`config.mk`:
```
export PLATFORM = sky130hd
export DESIGN_NAME = mwc_match_unit
export DESIGN_NICKNAME = d
export VERILOG_FILES = /design/src/rtl/mwc_pkg.sv /design/src/rtl/mwc_match_unit.sv
export SDC_FILE = /design/constraint.sdc
export NUM_CORES = 1
export LEC_CHECK = 0
export CELL_PAD_IN_SITES_DETAIL_PLACEMENT = 2
export CELL_PAD_IN_SITES_GLOBAL_PLACEMENT = 2
export CORE_MARGIN = 8
export CORE_UTILIZATION = 15
export DETAILED_ROUTE_END_ITERATION = 8
export PLACE_DENSITY = 0.95
export SLEW_MARGIN = 20
export SYNTH_ARGS = -nofsm -noshare
export SYNTH_HDL_FRONTEND = slang
export SYNTH_SLANG_ARGS = --single-unit
export TNS_END_PERCENT = 50
```
`constraint.sdc`:
```
create_clock -name vclk -period 3.9
set_input_delay 0.39 -clock vclk [all_inputs]
set_output_delay 0.39 -clock vclk [all_outputs]
set_load 0.02 [all_outputs]
```
`src/rtl/mwc_pkg.sv`:
```
// Shared types and width helpers for the memory-write checker.
package mwc_pkg;

  typedef enum logic [1:0] {
    ST_IDLE  = 2'd0,
    ST_ARMED = 2'd1,
    ST_PASS  = 2'd2,
    ST_FAIL  = 2'd3
  } state_t;

  typedef enum logic [1:0] {
    FC_NONE      = 2'd0,
    FC_MISMATCH  = 2'd1,
    FC_DUPLICATE = 2'd2,
    FC_TIMEOUT   = 2'd3
  } fail_cause_t;

  // Bits needed to hold the values 0..limit inclusive.
  function automatic int cnt_width(input int limit);
    return (limit < 32'sd1) ? 32'sd1 : $clog2(limit + 32'sd1);
  endfunction

  // Bits needed to index an array of the given number of entries.
  function automatic int idx_width(input int entries);
    return (entries > 32'sd1) ? $clog2(entries) : 32'sd1;
  endfunction

endpackage

```
`src/rtl/mwc_match_unit.sv`:
```
// Compares one observed store against every latched expected entry and
// reports all hits plus the lowest-index hit that is still unmatched.
module mwc_match_unit
  import mwc_pkg::*;
#(
  parameter int ADDR_W  = 32,
  parameter int DATA_W  = 32,
  parameter int NUM_EXP = 4,
  localparam int IW     = idx_width(NUM_EXP)
) (
  input  logic [ADDR_W-1:0]         data_adr,
  input  logic [DATA_W-1:0]         write_data,
  input  logic [NUM_EXP*ADDR_W-1:0] exp_addr,
  input  logic [NUM_EXP*DATA_W-1:0] exp_data,
  input  logic [NUM_EXP-1:0]        valid,
  input  logic [NUM_EXP-1:0]        matched,
  output logic [NUM_EXP-1:0]        hit_vec,
  output logic                      any_free,
  output logic [IW-1:0]             free_idx
);

  logic [NUM_EXP-1:0] free_vec_s;

  // Per-entry full-width equality, qualified by the active list length
  always_comb begin
    hit_vec = '0;
    for (int i = 0; i < NUM_EXP; i++) begin
      hit_vec[i] = valid[i]
                 && (exp_addr[i*ADDR_W +: ADDR_W] == data_adr)
                 && (exp_data[i*DATA_W +: DATA_W] == write_data);
    end
  end

  assign free_vec_s = hit_vec & ~matched;
  assign any_free   = |free_vec_s;

  // Scan downward so the lowest free hit is the one that sticks
  always_comb begin
    free_idx = '0;
    for (int i = NUM_EXP - 1; i >= 0; i--) begin
      free_idx = free_vec_s[i] ? IW'(i) : free_idx;
    end
  end

endmodule

```
* After elaboration in Yosys (flattened, before gate mapping)
Index checks and enable logic that the tools add are counted.
** Word-level totals
- Flip-flop bits (word level) :: 0
- Latch bits :: 0
- RAM bits :: 0
- Memory bits (read-only) :: 0
- Input bits :: 328
- Logic and storage cells :: 23
- Memories kept :: 0
** Cells by class
- Add/subtract/negate cells :: 0
- $mul :: 0
- Divide/modulo/power cells :: 0
- $lt $le $gt $ge :: 0
- Equality and inequality tests :: 8
- Shift-type cells :: 0
- Muxes and demuxes :: 4
- Bitwise gates (word level) :: 2
- Reduce and logical (&&, ||, !) cells :: 9
** Operators with widths (number)
- equality test 32 bit :: 8
- logical AND 1 bit :: 8
- two-way mux 2 bit :: 4
- AND 4 bit :: 1
- NOT 4 bit :: 1
- OR reduction 4 bit :: 1

* Depth between registers and ports, before layout
- Depth in word-level cells :: 8
- Mapped depth :: 7

* Worst setup path after synthesis
OpenSTA, ideal clock, no wires.
- Path type :: input -> output
- Start :: input exp_data[101]
- End :: output hit_vec[3]
- Arrival time :: 2.021 ns
- Slack :: 1.489 ns
- Cell stages on the path :: 6
- Path through :: nand2b_1 > o221ai_1 > or4_4 > nor4_4 > inv_1 > nor4_2
** Between the ends
- Cells in the longest elaborated chain, start to end :: 2
** Ends and longest elaborated chain
- from (decl) :: line mwc_match_unit.sv:14 : input logic [NUM_EXP*DATA_W-1:0] exp_data,
- equality test 32 bit :: line mwc_match_unit.sv:30 : && (exp_data[i*DATA_W +: DATA_W] == write_data);
- logical AND 1 bit :: line mwc_match_unit.sv:30
- to (decl) :: line mwc_match_unit.sv:17 : output logic [NUM_EXP-1:0] hit_vec,
No other way between the ends.

* Worst setup path in the final report
- Start :: input write_data[31]
- End :: output free_idx[1]
** Between the ends
- Cells in the longest elaborated chain, start to end :: 7
** Ends and longest elaborated chain
- from (decl) :: line mwc_match_unit.sv:12 : input logic [DATA_W-1:0] write_data,
- equality test 32 bit :: line mwc_match_unit.sv:30
- logical AND 1 bit :: line mwc_match_unit.sv:30
- AND 4 bit (*) :: line mwc_match_unit.sv:34 : assign free_vec_s = hit_vec & ~matched;
- two-way mux 2 bit (3 in a row) :: line mwc_match_unit.sv:41 : free_idx = free_vec_s[i] ? IW'(i) : free_idx;
- two-way mux 2 bit (*) :: line mwc_match_unit.sv:41
- to (decl) :: line mwc_match_unit.sv:19 : output logic [IW-1:0] free_idx
Every way passes the cells marked *; elsewhere a longest branch is shown, timed or not.

==> impl_metrics.env <==
export IMPL_tightest_slew_ns=0.591
export IMPL_min_delay_path_depth=4
export IMPL_peakVddDrop_uv=40.7
export IMPL_leakage_nw=2.70
export IMPL_overflow=0
export IMPL_yosys_top_cells_area="xnor2_1 (27%), xor2_1 (21%), nor2b_1 (5.9%)"
export IMPL_syn2layout_area_growth_pct=124
export IMPL_clkbuf_count=0
export IMPL_ys_warn_count=0
export IMPL_combPwrFrac=1.000
export IMPL_timing_critical_path_mode_cell="clkdlybuf4s50_1"
export IMPL_fillers=2474
export IMPL_p_seq_frac=0
export IMPL_yosysSeqAreaShare=0
export IMPL_fin_ws_ns=0.0799
export IMPL_fin_nets=1145
export IMPL_dp_cells=1095
export IMPL_powerDensity_nw_per_um2=110
export IMPL_die_area_sq_um=26800
export IMPL_seq_area_sq_um=0
export IMPL_p_sw_frac=0.418
export IMPL_avgSynthCellArea_sq_um=7.45
export IMPL_worst_setup_path_end_kind="primary output"
export IMPL_cp_endpoint="free_idx[1]"
export IMPL_pre_cts_ws_ns=-0.106
export IMPL_drtIter0Drc=222
export IMPL_die_x_microns=164
export IMPL_cp_startpoint="write_data[31]"
export IMPL_whs_ns=1.65
export IMPL_pwr_share_clk=0
export IMPL_antenna_found_initial=9
export IMPL_slew_viol_final=0
export IMPL_track_usage=0.230
export IMPL_p_int_mw=0.471
export IMPL_drc=0
export IMPL_drive_gt1_frac=0.0785
export IMPL_grt_pass1_wl_microns=44000
export IMPL_required_ns=3.51
export IMPL_cp_max_fo=5
export IMPL_worstSetupStartpointType="primary input"
export IMPL_syn_inst=439
export IMPL_arrival_ns=3.43
export IMPL_finalCritPeriodShare=0.980
export IMPL_synthTopCellsByCount="xnor2_1 (102), xor2_1 (78), inv_1 (36), nor2b_1 (31), nand4_1 (30)"
export IMPL_floorplan_initialDensity=0.151
export IMPL_rsz0062_at_grt="no"
export IMPL_grt_pass1_vias=6399
export IMPL_routed_wl_microns=32000
export IMPL_dp_hpwl_microns=29800
export IMPL_worstPathCellList="clkdlybuf4s50_1, inv_1, o2111ai_1, or4_4, nor4_4, buf_4, o2bb2a_4, nor3_2, clkdlybuf4s50_1"
export IMPL_synth_nets=767
export IMPL_cts_hold_buf=0
export IMPL_power_mw=0.809
export IMPL_finalNonFillerCells=1100
export IMPL_setup_tns_ns=0
export IMPL_hold_violations=0
export IMPL_syn_cell_area_sq_um=3270
export IMPL_hp_class="primary input to primary output"
export IMPL_max_freq_mhz=262
export IMPL_die_h_microns=164
export IMPL_drv_cap=0
export IMPL_seq_cells=0
export IMPL_p_switching_mw=0.338
export IMPL_final_util=0.339
export IMPL_yosysMostFrequentCell="xnor2_1"
export IMPL_slowest_stage="clkdlybuf4s50_1"
export IMPL_cpPeakStageDelay_ns=0.67
export IMPL_port_buffers=335
export IMPL_synth_top_area_frac=0.273
export IMPL_finalCriticalPeriod_ns=3.82
export IMPL_place_gp_congestion=0.907
export IMPL_first_pass_iters=4
export IMPL_yosys_cell_types_count=42
export IMPL_status="finished, final reports clean"
export IMPL_ant_nets=0
export IMPL_coreArea_sq_um=21600
export IMPL_post_cts_setup_buffer_count=0
export IMPL_fin_area_sq_um=7330
export IMPL_num_io_pins=335
export IMPL_setup_viol=0
export IMPL_grt_max_degree=8
export IMPL_critPathKind="primary input to primary output"
export IMPL_wl_per_cell_microns=29.1
export IMPL_slew_headroom=0.596
export IMPL_post_synth_top_area_cell="xnor2_1"
export IMPL_detailed_place_area_sq_um=7280
export IMPL_dr_total_vias=5070
export IMPL_rows=54
export IMPL_detail_route_vias_per_cell=4.61
[worst min path at each step]
| stage | start | to |
|---|---|---|
| floorplan | matched[1] | free_idx[0] |
| global placement | matched[1] | any_free |
| detailed placement | matched[1] | any_free |
| CTS | matched[1] | any_free |
| global route | matched[1] | any_free |
| finish | matched[1] | any_free |
[timing repair]
action,4_1_cts,5_1_grt
pin swaps,0,0
setup endpoints to repair,2,2
gates resized for setup,5,11
[worst max-delay path: cells and delay by family]
| kind | cells | cell delay [ns] |
|---|---|---|
| and+or+nand+nor | 3 | 0.97 |
| buffers and inverters | 4 | 1.73 |
| AOI/OAI and AO/OA | 2 | 0.35 |
[kinds of logic after synthesis]
group | Yosys count | share of synthesized area
XOR/XNOR | 181 | 0.487
AND/OR/NAND/NOR | 154 | 0.309
AO/OA/AOI/OAI | 60 | 0.149
buffers and inverters | 44 | 0.0551
[power by group through the flow]
stage | sequential [mW] | clock (mW) | combinational, mW
after floorplan | 0 | 0 | 0.236
after global placement | 0 | 0 | 0.781
after detailed placement | 0 | 0 | 0.807
after CTS | 0 | 0 | 0.813
after global routing | 0 | 0.000000172 | 0.858
final | 0 | 0.000000172 | 0.809
[routing by layer]
layer,vias to the layer above,track usage,part of all wire
met5,-,0,0.0015
met4,8,0.0802,0.036
met3,66,0.0685,0.088
met2,270,0.421,0.51
met1,2389,0.246,0.37
li1,2337,-,-
[cell type report]
cell class	instances	area, sq um	area share
inverter	39	146	0.0200
multi-input combinational	395	3110	0.425
antenna	5	12.5	0.00171
timing repair buffer	381	3710	0.506
tap	280	350	0.0478
[layout by cell type (no fill, tap or decap), types with 4 or more instances in the layout]
cell / instances
clkdlybuf4s50_1: 325
xnor2_1: 101
xor2_1: 78
buf_4: 48
inv_1: 36
nor2b_1: 31
nand4_1: 30
nor4_1: 29
nand2b_1: 28
o22ai_1: 11
o2111ai_1: 8
nand2_1: 8
o2bb2ai_1: 7
nor3_1: 7
dlymetal6s2s_1: 6
diode_2: 5
a2111oi_0: 5
nand3_1: 4
a2111oi_1: 4
a22oi_1: 4
Power figures use the tool's default switching activity.
